File: src/rtl/i2c_pkg.sv
// Shared definitions for the I2C register slave: FSM states, bus ACK/NACK levels
// and the default 7-bit bus address.
`timescale 1ns/1ps
package i2c_pkg;

  typedef enum logic [3:0] {
    ST_IDLE,
    ST_ADDR,
    ST_ADDR_ACK,
    ST_REG,
    ST_REG_ACK,
    ST_WDATA,
    ST_WDATA_ACK,
    ST_RDATA,
    ST_RDATA_ACK,
    ST_IGNORE
  } i2c_state_t;

  localparam logic ACK  = 1'b0;
  localparam logic NACK = 1'b1;

  localparam logic [6:0] DEFAULT_SLAVE_ADDR = 7'b1101001;

endpackage

File: src/rtl/i2c_sync_edge.sv
// Two-flop synchronizer for one asynchronous bus line, with single-clk rise/fall
// pulses derived from the synchronized value. Flops reset to 1 (idle bus level).
`timescale 1ns/1ps
module i2c_sync_edge (
  input  logic clk,
  input  logic rst_n,
  input  logic i_d,
  output logic o_q,
  output logic o_rise,
  output logic o_fall
);

  logic r_s1;
  logic r_s2;
  logic r_s3;

  always_ff @(posedge clk or negedge rst_n) begin
    if (!rst_n) begin
      r_s1 <= 1'b1;
      r_s2 <= 1'b1;
      r_s3 <= 1'b1;
    end else begin
      r_s1 <= i_d;
      r_s2 <= r_s1;
      r_s3 <= r_s2;
    end
  end

  assign o_q    = r_s2;
  assign o_rise = r_s2 & ~r_s3;
  assign o_fall = ~r_s2 & r_s3;

endmodule

File: src/rtl/i2c_slave_regs.sv
// I2C slave exposing a byte-wide register file: write = [addr+W][ptr][data...],
// read = [addr+R] then bytes from regs[ptr]. Define I2C_SLAVE_AUTOINC_EN to advance ptr per data byte.
`timescale 1ns/1ps
module i2c_slave_regs
  import i2c_pkg::*;
#(
  parameter logic [6:0]  SLAVE_ADDR = DEFAULT_SLAVE_ADDR,
  parameter int unsigned NUM_REGS   = 16
) (
  input  logic       clk,
  input  logic       reset,
  input  logic       scl,
  input  logic       SDA_in,
  output logic       sda_oe,
  output logic       busy,
  output logic       wr_strobe,
  output logic [7:0] wr_addr,
  output logic [7:0] wr_data
);

  localparam int unsigned AW = (NUM_REGS > 1) ? $clog2(NUM_REGS) : 1;

  logic w_scl;
  logic w_scl_rise;
  logic w_scl_fall;
  logic w_sda;
  logic w_sda_rise;
  logic w_sda_fall;

  i2c_sync_edge u_sync_scl (
    .clk    (clk),
    .rst_n  (reset),
    .i_d    (scl),
    .o_q    (w_scl),
    .o_rise (w_scl_rise),
    .o_fall (w_scl_fall)
  );

  i2c_sync_edge u_sync_sda (
    .clk    (clk),
    .rst_n  (reset),
    .i_d    (SDA_in),
    .o_q    (w_sda),
    .o_rise (w_sda_rise),
    .o_fall (w_sda_fall)
  );

  i2c_state_t r_state;
  logic [7:0] r_shift;
  logic [7:0] r_ptr;
  logic [2:0] r_bitcnt;
  logic       r_rw;
  logic       r_sda_oe;
  logic       r_busy;
  logic       r_wr_strobe;
  logic [7:0] r_wr_addr;
  logic [7:0] r_wr_data;
  logic [7:0] r_regs [NUM_REGS];

  logic       w_start;
  logic       w_stop;
  logic [7:0] w_byte;
  logic       w_last;
  logic       w_ptr_ok;
  logic [7:0] w_rd_byte;
  logic [7:0] w_ptr_next;
  logic       w_oe_fall;

  assign w_start   = w_sda_fall & w_scl;
  assign w_stop    = w_sda_rise & w_scl;
  assign w_byte    = {r_shift[6:0], w_sda};
  assign w_last    = (r_bitcnt == 3'd7);
  assign w_ptr_ok  = (32'(r_ptr) < NUM_REGS);
  assign w_rd_byte = w_ptr_ok ? r_regs[r_ptr[AW-1:0]] : 8'hFF;

`ifdef I2C_SLAVE_AUTOINC_EN
  assign w_ptr_next = r_ptr + 8'd1;
`else
  assign w_ptr_next = r_ptr;
`endif

  // SDA level to present after the next scl fall; the bit being read out sits in r_shift[7].
  always_comb begin
    w_oe_fall = 1'b0;
    case (r_state)
      ST_ADDR_ACK, ST_REG_ACK, ST_WDATA_ACK: w_oe_fall = 1'b1;
      ST_RDATA:                              w_oe_fall = ~r_shift[7];
      default:                               w_oe_fall = 1'b0;
    endcase
  end

  always_ff @(posedge clk or negedge reset) begin
    if (!reset) begin
      r_state     <= ST_IDLE;
      r_shift     <= '0;
      r_ptr       <= '0;
      r_bitcnt    <= '0;
      r_rw        <= 1'b0;
      r_sda_oe    <= 1'b0;
      r_busy      <= 1'b0;
      r_wr_strobe <= 1'b0;
      r_wr_addr   <= '0;
      r_wr_data   <= '0;
      for (int unsigned i = 0; i < NUM_REGS; i++) begin
        r_regs[i] <= '0;
      end
    end else begin
      r_wr_strobe <= 1'b0;
      // Bus conditions outrank any scl edge seen in the same clk.
      if (w_start) begin
        r_state  <= ST_ADDR;
        r_bitcnt <= '0;
        r_sda_oe <= 1'b0;
      end else if (w_stop) begin
        r_state  <= ST_IDLE;
        r_sda_oe <= 1'b0;
        r_busy   <= 1'b0;
      end else if (w_scl_rise) begin
        case (r_state)
          ST_ADDR: begin
            r_shift  <= w_byte;
            r_bitcnt <= r_bitcnt + 3'd1;
            if (w_last) begin
              if (w_byte[7:1] == SLAVE_ADDR) begin
                r_state <= ST_ADDR_ACK;
                r_rw    <= w_byte[0];
                r_busy  <= 1'b1;
              end else begin
                r_state <= ST_IGNORE;
              end
            end
          end
          ST_ADDR_ACK: begin
            r_bitcnt <= '0;
            if (r_rw) begin
              r_state <= ST_RDATA;
              r_shift <= w_rd_byte;
            end else begin
              r_state <= ST_REG;
            end
          end
          ST_REG: begin
            r_shift  <= w_byte;
            r_bitcnt <= r_bitcnt + 3'd1;
            if (w_last) begin
              r_ptr   <= w_byte;
              r_state <= ST_REG_ACK;
            end
          end
          ST_REG_ACK, ST_WDATA_ACK: begin
            r_bitcnt <= '0;
            r_state  <= ST_WDATA;
          end
          ST_WDATA: begin
            r_shift  <= w_byte;
            r_bitcnt <= r_bitcnt + 3'd1;
            if (w_last) begin
              if (w_ptr_ok) begin
                r_regs[r_ptr[AW-1:0]] <= w_byte;
                r_wr_strobe           <= 1'b1;
                r_wr_addr             <= r_ptr;
                r_wr_data             <= w_byte;
              end
              r_ptr   <= w_ptr_next;
              r_state <= ST_WDATA_ACK;
            end
          end
          ST_RDATA: begin
            r_shift  <= {r_shift[6:0], 1'b0};
            r_bitcnt <= r_bitcnt + 3'd1;
            if (w_last) begin
              r_ptr   <= w_ptr_next;
              r_state <= ST_RDATA_ACK;
            end
          end
          ST_RDATA_ACK: begin
            case (w_sda)
              ACK: begin
                r_state  <= ST_RDATA;
                r_bitcnt <= '0;
                r_shift  <= w_rd_byte;
              end
              NACK: r_state <= ST_IGNORE;
            endcase
          end
          default: r_state <= r_state;
        endcase
      end else if (w_scl_fall) begin
        r_sda_oe <= w_oe_fall;
      end
    end
  end

  assign sda_oe    = r_sda_oe;
  assign busy      = r_busy;
  assign wr_strobe = r_wr_strobe;
  assign wr_addr   = r_wr_addr;
  assign wr_data   = r_wr_data;

endmodule

File: config.mk
export PLATFORM = sky130hd
export DESIGN_NAME = i2c_slave_regs
export DESIGN_NICKNAME = d
export VERILOG_FILES = /design/src/rtl/i2c_pkg.sv /design/src/rtl/i2c_sync_edge.sv /design/src/rtl/i2c_slave_regs.sv
export SDC_FILE = /design/constraint.sdc
export NUM_CORES = 1
export LEC_CHECK = 0
export ABC_AREA = 1
export CORE_MARGIN = 2
export CORE_UTILIZATION = 36
export DETAILED_ROUTE_END_ITERATION = 12
export PLACE_DENSITY = 0.54
export SYNTH_ARGS = -nofsm -noshare
export SYNTH_HDL_FRONTEND = slang
export SYNTH_SLANG_ARGS = --single-unit
File: constraint.sdc
create_clock -name clk -period 1.9 [get_ports clk]
set_input_delay 0.38 -clock clk [delete_from_list [all_inputs] [get_ports clk]]
set_output_delay 0.38 -clock clk [all_outputs]
set_load 0.03 [all_outputs]
# After elaboration in Yosys (flattened, before gate mapping)
# Index checks and enable logic that the tools add are counted.
# classes
n_mux	42
eq_ne	19
n_bitwise	14
n_reduce_logical	23
add_sub_neg	1
magnitude_cmp	3
# ops
op	count
$bwmux W128	1
$mux W8	6
$bmux W8 S4	1
$demux W8 S4	1
$mux W4	8
$pmux W8 S4	1
$pmux W4 S7	1
$reduce_and A6 Y1	4
$eq A4 B3 Y1 const B	4
$ne A4 B4 Y1 const B	4
$mux W1	15
$mux W3	5
$reduce_and A5 Y1	2
$reduce_bool A2 Y1	5
$pmux W3 S3	1
$reduce_bool A9 Y1	1
$eq A4 B2 Y1 const B	2
$lt A8 B5 Y1 const B	1
$pmux W4 S2	1
$reduce_bool A4 Y1	2
$eq A7 B7 Y1 const B	1
$not A1 Y1	7
$and A1 B1 Y1	6
$ne A2 B2 Y1 const B	3
16 further kinds	19
# word_totals
word_cells	134
output_inout_bits	19
reg_bits	177
input_bits	4

# Depth between registers and ports, before layout
# logic_depth
depth_word	7
mapped_depth	11
ltp_nobuf	11

# Cells and area by module
# A second synthesis with hierarchy kept.
# unflattened
hier_cells	954
area_unflattened_um2	8399.3
# by_module_without_submodules
mod	seq_area_each_um2	area_each_um2	instances	cells_each
i2c_slave_regs	4279.1	8211.6	1	940
i2c_sync_edge	78.8	93.8	2	7

# Least setup slack after synthesis
# No wires, ideal clock.
# synth_timing
path_type	flip-flop to flip-flop
start	reg r_bitcnt[0]
end	reg r_regs[95] (netlist bit)
n_path_buf	2
period_less_slack_ns	1.907
setup_time_ns	0.131
arrival_ns	1.776
t_required_ns	1.769
slack_ns	-0.007
stages_incl_launch_ff	10
cell_sequence	dfrtp_1 ha_1 ha_1 inv_1 nor3_4 buf_12 nand4_4 buf_6 nand2_1 o21ai_2
# synth_via
elab_chain_cells	2
# synth_lines
item	line_no	rtl
from (decl)	i2c_slave_regs.sv:51	logic [2:0] r_bitcnt;
from (signal assigned)	i2c_slave_regs.sv:122	r_bitcnt <= r_bitcnt + 3'd1;
from (signal assigned)	i2c_slave_regs.sv:144	r_bitcnt <= r_bitcnt + 3'd1;
from (signal assigned)	i2c_slave_regs.sv:156	r_bitcnt <= r_bitcnt + 3'd1;
$eq A3 B3 Y1	i2c_slave_regs.sv:72	assign w_last = (r_bitcnt == 3'd7);
$reduce_and A6 Y1 (no line)	-	
to (signal, indexed assignment)	i2c_slave_regs.sv:159	r_regs[r_ptr[AW-1:0]] <= w_byte;
to (decl)	i2c_slave_regs.sv:58	logic [7:0] r_regs [NUM_REGS];
# Every way passes these cells.
# A chain may end at the register's enable or synchronous reset.

# Worst setup path in the final report
# layout_timing
start	reg u_sync_sda.r_s3
end	reg r_regs[93] (netlist bit)
# layout_via
elab_chain_cells	5
elab_cells_between_ends	8
cone_classes	bitwise: 7; reduce/logical: 1
# layout_lines
item	line_no	rtl
from (decl)	i2c_sync_edge.sv:15	logic r_s3;
from (signal assigned)	i2c_sync_edge.sv:25	r_s3 <= r_s2;
$not A1 Y1	i2c_sync_edge.sv:30	assign o_rise = r_s2 & ~r_s3;
$and A1 B1 Y1	i2c_sync_edge.sv:30	
$and A1 B1 Y1	i2c_slave_regs.sv:70	assign w_stop = w_sda_rise & w_scl;
$not A1 Y1 (no line)	-	
$reduce_and A6 Y1 (no line) (*)	-	
# Mark *: on every way between the ends. The rest lies on a longest branch, timed or not.

==> results.cfg <==
[floorplanning]
row_count = 56
die_y_um = 158
initial_core_util_pct = 36.5
die_x_um = 158
die_area_sq_um = 24900
core_sq_um = 23300
io-pin-count = 23

[sta]
clock.fmax_mhz = 526
maxSlewViolCount = 0
fin_hold_ws_ps = 350
hold_violations = 0
finalSetupViolations = 0
final.setup_skew_ps = 12.8
min_period_ps = 1900
rsz0062_at_grt = true
tightest_slew_ps = 678
period_share_pct = 100
slew_headroom_pct = 54.7

[clock_tree]
cts_sinks = 177
clk_path_buf_depth = 2
cts_buffers = 17
cts_tree = built
worstSkewPairLatency_ps = 430
clock-root-buffer = clkbuf_16
htreeDepth = 4
clkSlewWorstSetupHoldPaths_ps = 70

[power_and_ir_drop]
p_sw_mw = 3.11
internal-power_mw = 6.60
p_sw_share_pct = 32.0
peakVddDrop_mv = 0.651
powerDensity_nw_per_um2 = 925
p_seq_share_pct = 41.9
comb_power_share_pct = 21.7
clockPowerShare_pct = 36.4
leakagePower_nw = 4.91

[worst_hold_path]
hp-start = scl
hold_path.class = input pin to register
holdPathEnd = u_sync_scl.r_s1$_DFF_PN1_
whs_path_depth = 1

[routing]
drt_wl_total_um = 23600
drc = 0
first_pass_iters = 5
viasPerCell = 5.01
antenna_left = 0
first_iter_violations = 659
wl_per_cell_um = 17.3
vias = 6826

[logic_synthesis]
netlist_area_sq_um = 8530
synth-seq-area-share_pct = 52.0
syn_nets = 962
async_flop_share_pct = 100
yosys_warnings = 0
synth_cell_type_count = 39
synthCells = 956
synth_edf_count = 0
synth.avg_cell_area_sq_um = 8.92
synth-main-ff-cell = dfrtp_1
ys_seq_elements = 177

[run]
drv_cap = 0

[grt]
antenna_found_initial = 0
first_global_vias = 6458
grt-ovfl-total = 0
grt_max_degree = 44
grt.total_usage_pct = 19.8
grt_first_pass_wirelength_um = 37500

[critical_path]
slowest_delay_ps = 540
cp-start-kind = register
path_class = register to register
arrival_ps = 2210
reg2reg_depth = 10
slowest_stage = dfstp_2
path_cells = nor2_2 -> nand2_2 -> nand2_4 -> nor3_4 -> buf_6 -> buf_16 -> nand4_4 -> buf_12 -> nand2_1 -> o21ai_2
r2r-end = r_regs[93]$_DFFE_PN0P_
reg2reg_slack_ps = 0.5
cp-end-kind = register
timing.rr.start = u_sync_sda.r_s3$_DFF_PN1_
critPathMaxFanout = 8
required_ps = 2210

[place]
place_congestion = 0.837
place.port_buffers = 22
post_dp_cell_area_sq_um = 9290
dp.final_hpwl_um = 14800

[layout]
nNetsFinal = 1036
n_antenna_cell = 0
final_area_sq_um = 10500
drive_gt1_share_pct = 22.7
area_delta_synth_final_pct = 23.0

[outcome]
outcome = completed
cell usage after synthesis, types with 2 or more instances:
| cell type | number | area (sq um) |
|---|---|---|
| nand2_1 | 343 | 1290 |
| dfrtp_1 | 171 | 4280 |
| o21ai_1 | 72 | 360 |
| o21ai_2 | 56 | 490 |
| inv_1 | 39 | 146 |
| nand3_1 | 38 | 190 |
| nor2_1 | 37 | 139 |
| nand4_1 | 36 | 225 |
| a21oi_1 | 31 | 155 |
| clkbuf_1 | 19 | 71.3 |
| o21ai_0 | 15 | 75.1 |
| buf_6 | 14 | 158 |
| buf_2 | 13 | 65.1 |
| nand4_4 | 13 | 277 |
| inv_2 | 7 | 26.3 |
| nand3b_1 | 7 | 52.6 |
| dfstp_2 | 6 | 158 |
| nand2_4 | 6 | 67.6 |
| nor2_4 | 4 | 45.0 |
| nor3_1 | 4 | 20.0 |
| buf_4 | 3 | 22.5 |
| a31oi_1 | 2 | 12.5 |
| ha_1 | 2 | 25.0 |
| nand2_2 | 2 | 12.5 |
| nor3_4 | 2 | 32.5 |
cell type report:
class                      instances  area, sq um
timing repair buffer             103         1140
multi-input combinational        683         3740
fill                            2270        12800
clock inverter                     8          104
inverter                          48          190
tap                              319          399
sequential                       177         4440
clock buffer                      24          482
critical path, delay by kind of cell (launching register included):
family	cells	cell delay, ps
buffers and inverters	3	510
and+or+nand+nor	6	660
AOI/OAI and AO/OA	1	50
DFF	1	540
registers in the layout, summed over array words and instances (netlist names):
name             cells
wr_strobe            1
u_sync_scl.o_q       1
r_shift              8
u_sync_scl.r_s3      1
r_regs             128
r_bitcnt             3
wr_data              8
r_ptr                8
u_sync_sda.r_s3      1
sda_oe               1
u_sync_sda.o_q       1
busy                 1
u_sync_scl.r_s1      1
r_state              4
u_sync_sda.r_s1      1
wr_addr              8
r_rw                 1
layout by cell type (no fill, tap or decap), drive strengths merged:
cell type	count
nand2	351
dfrtp	171
o21ai	143
buf	79
nand4	53
inv	47
nor2	43
nand3	39
a21oi	31
clkbuf	26
clkdlybuf4s50	20
nand3b	7
dfstp	6
nor3	6
clkinvlp	4
clkinv	3
a31oi	2
bufinv	2
ha	2
nor4	1
o22ai	1
o211ai	1
or2	1
o21bai	1
a311oi	1
dlygate4sd3	1
dlymetal6s2s	1
kinds of logic (layout without fill, tap and decap cells):
logic type	after synthesis	after routing	synth area share [%]
DFF	177	177	52.0
AOI/OAI and AO/OA	180	180	13.2
and+or+nand+nor	497	501	28.1
adders and majority gates	2	2	0.293
buffers and inverters	100	183	6.38
what timing repair did:
item / in CTS / in global routing
pin swaps: 2 / 9
hold buffers: 1 / 0
hold endpoints to repair: 30 / 0
cloned: 5 / 2
resized for setup: 11 / 30
setup buffers: 8 / 20
endpoints found under the setup margin: 71 / 162
how the worst max path moves through the flow:
stage	slack (ps)	start	depth (start not counted)	end
final	0.5	u_sync_sda.r_s3$_DFF_PN1_	10	r_regs[93]$_DFFE_PN0P_
after global routing	-80	r_bitcnt[1]$_DFFE_PN0P_	10	r_regs[88]$_DFFE_PN0P_
after CTS	-20	u_sync_sda.r_s3$_DFF_PN1_	10	r_regs[94]$_DFFE_PN0P_
after detailed placement	-30	r_bitcnt[0]$_DFFE_PN0P_	10	r_regs[112]$_DFFE_PN0P_
after global placement	10	r_bitcnt[0]$_DFFE_PN0P_	10	r_regs[112]$_DFFE_PN0P_
after floorplan	20	r_bitcnt[0]$_DFFE_PN0P_	9	r_regs[95]$_DFFE_PN0P_
power groups by stage:
stage | clock network (mW) | registers (mW) | logic, mW
6_report | 3.53 | 4.06 | 2.11
5_1_grt | 3.78 | 4.09 | 2.33
4_1_cts | 3.61 | 4.06 | 2.05
3_5_place_dp | 0 | 4.12 | 2.03
3_3_place_gp | 0 | 4.12 | 2.04
2_1_floorplan | 0 | 4.10 | 1.19
stage by stage:
step | util [%] | power, mW | std cells | worst slack (ps) | setup TNS (ps)
CTS | 43.6 | 9.72 | 1340 | -23.8 | -148
global placement | 39.8 | 6.15 | 1294 | 9.78 | 0
detailed placement | 39.8 | 6.15 | 1294 | -26.6 | -281
global route | 45.0 | 10.2 | 1362 | -75.6 | -1980
finish | 45.0 | 9.71 | 1362 | 0.526 | 0
floorplan | - | 5.28 | 956 | 19.5 | 0
per-layer routing:
layer | track usage [%] | part of all wire, % | vias to the layer above | wire (um)
met2 | 30.4 | 45 | 149 | 10700
met5 | 0 | 0 | - | 0
met3 | 3.12 | 3.4 | 25 | 814
met1 | 28.6 | 49 | 3320 | 11600
met4 | 6.67 | 2.0 | 0 | 463
li1 | - | - | 3332 | -
Power figures use the tool's default switching activity.
